File: config.mk
export PLATFORM = sky130hd
export DESIGN_NAME = ar_access_sequencer
export DESIGN_NICKNAME = d
export VERILOG_FILES = /design/src/rtl/ar_access_sequencer.sv
export SDC_FILE = /design/constraint.sdc
export NUM_CORES = 1
export LEC_CHECK = 0
export ABC_AREA = 1
export BUFFER_PORTS_ARGS = -buffer_cell sky130_fd_sc_hd__buf_2
export CAP_MARGIN = 20
export CELL_PAD_IN_SITES_DETAIL_PLACEMENT = 1
export CELL_PAD_IN_SITES_GLOBAL_PLACEMENT = 2
export CORE_UTILIZATION = 30
export DETAILED_ROUTE_END_ITERATION = 12
export PLACE_DENSITY_LB_ADDON = 0.12
export SETUP_SLACK_MARGIN = 0.02
export SYNTH_ARGS = -nofsm -noshare
export SYNTH_HDL_FRONTEND = slang
export SYNTH_SLANG_ARGS = --single-unit
File: constraint.sdc
create_clock -name Clk -period 1.6 [get_ports Clk]
set_input_delay 0.16 -clock Clk [delete_from_list [all_inputs] [get_ports Clk]]
set_output_delay 0.16 -clock Clk [all_outputs]
set_load 0.05 [all_outputs]
File: src/rtl/ar_access_sequencer.sv
// ar_access_sequencer: arbitrates instruction fetch and data access onto the
// address register and memory port. Loads AR, strobes memory until ready or
// timeout, then returns a one-cycle done pulse to the winning requester.
module ar_access_sequencer #(
  parameter int TIMEOUT_CYCLES = 16,
  parameter int CNT_W          = 5
) (
  input  logic Clk,
  input  logic Rst,
  input  logic fetch_req,
  input  logic data_req,
  input  logic data_we,
  input  logic mem_ready,
  output logic WEN,
  output logic selAR,
  output logic mem_rd,
  output logic mem_wr,
  output logic fetch_done,
  output logic data_done,
  output logic err,
  output logic busy
);

  typedef enum logic [1:0] {
    IDLE   = 2'd0,
    LOAD   = 2'd1,
    ACCESS = 2'd2,
    RESP   = 2'd3
  } state_t;

  // Last ACCESS cycle allowed before the operation is aborted with err.
  localparam logic [CNT_W-1:0] CNT_LAST = CNT_W'(TIMEOUT_CYCLES - 1);

  state_t           state_reg;
  logic             grant_reg;       // 1 = fetch owns the operation, 0 = data
  logic             last_grant_reg;  // requester served most recently, same encoding
  logic             we_reg;          // direction captured at grant
  logic [CNT_W-1:0] cnt_reg;

  // Registered outputs, updated together with the state so they stay Moore.
  logic wen_reg;
  logic sel_reg;
  logic rd_reg;
  logic wr_reg;
  logic fetch_done_reg;
  logic data_done_reg;
  logic err_reg;
  logic busy_reg;

  // Round-robin pick: a lone requester wins; on contention the one not served last wins.
  logic pick_fetch;
  assign pick_fetch = fetch_req & (~data_req | ~last_grant_reg);

  // Sequencer FSM with its registered outputs.
  always_ff @(posedge Clk) begin
    if (Rst) begin
      state_reg      <= IDLE;
      grant_reg      <= 1'b0;
      last_grant_reg <= 1'b0;   // data counts as served last, so fetch wins first
      we_reg         <= 1'b0;
      cnt_reg        <= '0;
      wen_reg        <= 1'b0;
      sel_reg        <= 1'b0;
      rd_reg         <= 1'b0;
      wr_reg         <= 1'b0;
      fetch_done_reg <= 1'b0;
      data_done_reg  <= 1'b0;
      err_reg        <= 1'b0;
      busy_reg       <= 1'b0;
    end else begin
      // Single-cycle pulses default low and are raised only on their transition.
      wen_reg        <= 1'b0;
      fetch_done_reg <= 1'b0;
      data_done_reg  <= 1'b0;
      err_reg        <= 1'b0;

      case (state_reg)
        IDLE: begin
          if (fetch_req || data_req) begin
            grant_reg <= pick_fetch;
            we_reg    <= pick_fetch ? 1'b0 : data_we;
            wen_reg   <= 1'b1;
            sel_reg   <= pick_fetch;
            busy_reg  <= 1'b1;
            state_reg <= LOAD;
          end
        end

        LOAD: begin
          cnt_reg   <= '0;
          rd_reg    <= ~we_reg;
          wr_reg    <= we_reg;
          state_reg <= ACCESS;
        end

        ACCESS: begin
          if (mem_ready || (cnt_reg == CNT_LAST)) begin
            // Ready on the final allowed cycle still counts as success.
            rd_reg         <= 1'b0;
            wr_reg         <= 1'b0;
            fetch_done_reg <= grant_reg;
            data_done_reg  <= ~grant_reg;
            err_reg        <= ~mem_ready;
            last_grant_reg <= grant_reg;
            state_reg      <= RESP;
          end else begin
            cnt_reg <= cnt_reg + CNT_W'(1);
          end
        end

        RESP: begin
          sel_reg   <= 1'b0;
          busy_reg  <= 1'b0;
          state_reg <= IDLE;
        end

        default: begin
          state_reg <= IDLE;
        end
      endcase
    end
  end

  assign WEN        = wen_reg;
  assign selAR      = sel_reg;
  assign mem_rd     = rd_reg;
  assign mem_wr     = wr_reg;
  assign fetch_done = fetch_done_reg;
  assign data_done  = data_done_reg;
  assign err        = err_reg;
  assign busy       = busy_reg;

endmodule
==> impl_metrics.env <==
export IMPL_synth_avg_cell_area_um2=7.67
export IMPL_initial_utilization=0.322
export IMPL_rsz0062_at_grt="true"
export IMPL_final_cell_mix="19 x nand2_1, 16 x dfxtp_1, 13 x buf_2"
export IMPL_clkLatencyLatePin_ps=290
export IMPL_top_level_ports=14
export IMPL_arrival_ps=1700
export IMPL_drv_slew=0
export IMPL_endpoint_kind="register"
export IMPL_cp_common_cell="ha_2"
export IMPL_grt_pass1_vias=663
export IMPL_crit_path_max_incr_delay_ps=340
export IMPL_syn2layout_area_growth_pct=21.6
export IMPL_syn_num_nets=118
export IMPL_first_iter_violations=7
export IMPL_cp_endpoint="cnt_reg[4]"
export IMPL_cp_depth=8
export IMPL_crit_path_start="cnt_reg[0]"
export IMPL_synth_cell_type_count=17
export IMPL_synth_area_um2=806
export IMPL_grt_overflow=0
export IMPL_multi_input_area_um2=410
export IMPL_antenna_found_initial=0
export IMPL_cts_path_max_buffers=2
export IMPL_totalWireLength_um=1830
export IMPL_ys_seq_area_frac=0.447
export IMPL_synthTopCellsByArea="dfxtp_1 45%, ha_1 11%, nand2_1 8.4%, a21oi_1 7.5%, nand3_1 5.6%"
export IMPL_cts_tree="yes"
export IMPL_reg2regPathDepth=8
export IMPL_critPathTopFamily="simple AND/OR/NAND/NOR gates"
export IMPL_vias=715
export IMPL_synth_top_family_by_area="simple AND/OR/NAND/NOR gates"
export IMPL_synth_top_area_cell="dfxtp_1"
export IMPL_setup_violations_final=0
export IMPL_final_cells=154
export IMPL_wire_per_inst_um=11.9
export IMPL_cap_viol_max_count=0
export IMPL_port_buffers=13
export IMPL_nets=138
export IMPL_cp_buffers_inverters=0
export IMPL_synth_area_mux_share=0
export IMPL_relSlewSlack=0.799
export IMPL_die_y_um=53.8
export IMPL_fmax_ghz=0.683
export IMPL_htreeDepth=1
export IMPL_r2r_end="cnt_reg[4]"
export IMPL_cts_sinks=18
export IMPL_tightestPinTransition_ps=300
export IMPL_grt_pass1_wl_um=2870
export IMPL_peakVddDrop_mv=0.906
export IMPL_die_w_um=53.8
export IMPL_cts_hold_buffers=0
export IMPL_drive_gt1_frac=0.234
export IMPL_mostFrequentLayoutCell="nand2_1"
export IMPL_synth_compound_area_share=0.118
export IMPL_seq_area_um2=363
export IMPL_path_class="reg2reg"
export IMPL_root_buffer="clkbuf_4"
export IMPL_crit_slowest_cell="dfxtp_2"
export IMPL_cp_start_kind="register"
export IMPL_grt_max_degree=12
export IMPL_r2r_slack_ps=140
export IMPL_synth_fa_ha_area_frac=0.109
export IMPL_post_route_period_util=0.916
export IMPL_core_area_um2=2500
export IMPL_post_dp_hpwl_um=1360
export IMPL_hold_path_class="in2reg"
export IMPL_fin_area_um2=980
export IMPL_gp_congestion=0.686
export IMPL_grtUsageTotal=0.146
export IMPL_routed_via_density=4.64
export IMPL_syn_inst=105
export IMPL_finClkSkew_ps=5.38
export IMPL_yosys_area_top_type_share=0.447
export IMPL_largest_reg_flops=5
export IMPL_ant_nets=0
export IMPL_synth_xor_area_frac=0
export IMPL_outcome="completed"
export IMPL_numCtsBuffers=3
export IMPL_drtPass1Iterations=3
export IMPL_post_dp_cell_area_um2=905
export IMPL_leakage_nw=0.456
export IMPL_r2r_start="cnt_reg[0]"
export IMPL_dieArea_um2=2900
export IMPL_yosys_warnings=0
export IMPL_synth_simple_area_share=0.256
export IMPL_worstPathRequired_ps=1840
export IMPL_path_max_fanout=5
export IMPL_fillers=329
export IMPL_n_antenna_cell=0
export IMPL_drc=0
export IMPL_fin_util=0.392
export IMPL_p_per_area_nw_per_um2=1520
export IMPL_dp_cells=147
export IMPL_row_count=18
export IMPL_yosys_register_bits=18
export IMPL_hold_viol_final=0
export IMPL_clkTransAtPathRegs_ps=110
export IMPL_crit_chain="ha_2 -> nand2_1 -> nor2_1 -> ha_2 -> nor2_4 -> nand2_4 -> or2_0 -> a21oi_1"
export IMPL_period_needed_ps=1460
[worst register-to-register path, cell delays in order, from the launching register on]
cell,delay [ps]
dfxtp_2,340
ha_2,180
nand2_1,80
nor2_1,50
ha_2,190
nor2_4,140
nand2_4,80
or2_0,230
a21oi_1,130
[cell families (layout without fill, tap and decap cells)]
kind of cell               count (synthesis)  count (layout)
DFF                                       18              18
buffers and inverters                     15              33
and+or+nand+nor                           46              47
AOI/OAI and AO/OA                         19              19
adders and majority gates                  7               7
[layer usage]
metal | up-vias | wire (um) | global-route usage
met1 | 325 | 937 | 0.161
met2 | 8 | 829 | 0.249
li1 | 380 | - | -
met4 | 0 | 20 | 0.0526
met5 | - | 0 | 0
met3 | 2 | 44 | 0.0593
[layout make-up]
type / count / share of cell area
repair buffers: 15 / 0.0817
inverters: 14 / 0.0536
flip-flops and latches: 18 / 0.370
multi-input cells: 73 / 0.419
clock buffers: 4 / 0.0370
well taps: 30 / 0.0383
[power breakdown]
group | switching (mW) | internal (mW)
combinational | 0.439 | 0.190
sequential | 0.0462 | 0.528
clock | 0.148 | 0.139
total | 0.633 | 0.856
[synthesized netlist by cell type]
| cell | count |
|---|---|
| dfxtp_1 | 18 |
| nand2_1 | 18 |
| nand2_2 | 2 |
| inv_1 | 12 |
| or2_1 | 1 |
| nand3_1 | 9 |
| nand2_4 | 1 |
| nor3_1 | 1 |
| a21oi_1 | 12 |
| nor2_1 | 12 |
| o21ai_1 | 3 |
| o21ai_0 | 4 |
| ha_1 | 7 |
| clkbuf_1 | 1 |
| nand3b_1 | 1 |
| inv_2 | 2 |
| or2_0 | 1 |
[repair_timing]
item / 4_1_cts / 5_1_grt
setup buffers: 0 / 2
endpoints found under the setup margin: 0 / 7
resized for setup: 0 / 7
[worst min-delay path by stage]
stage,startpoint,endpoint,slack [ps],depth (start not counted)
global placement,grant_reg,data_done,440,1
detailed placement,grant_reg,data_done,440,1
global route,data_we,we_reg,120,3
CTS,data_we,we_reg,110,3
floorplan,mem_ready,err,310,2
finish,data_we,we_reg,140,3
[metrics by stage]
step	worst slack [ps]	TNS [ps]	power [mW]	hold WS (ps)
after floorplan	234	0	1.05	310
after CTS	84.7	0	1.50	113
after detailed placement	111	0	1.20	442
after global routing	-21.7	-21.7	1.61	125
after global placement	134	0	1.18	439
final	135	0	1.49	135
(Power assumes the default switching activity.)
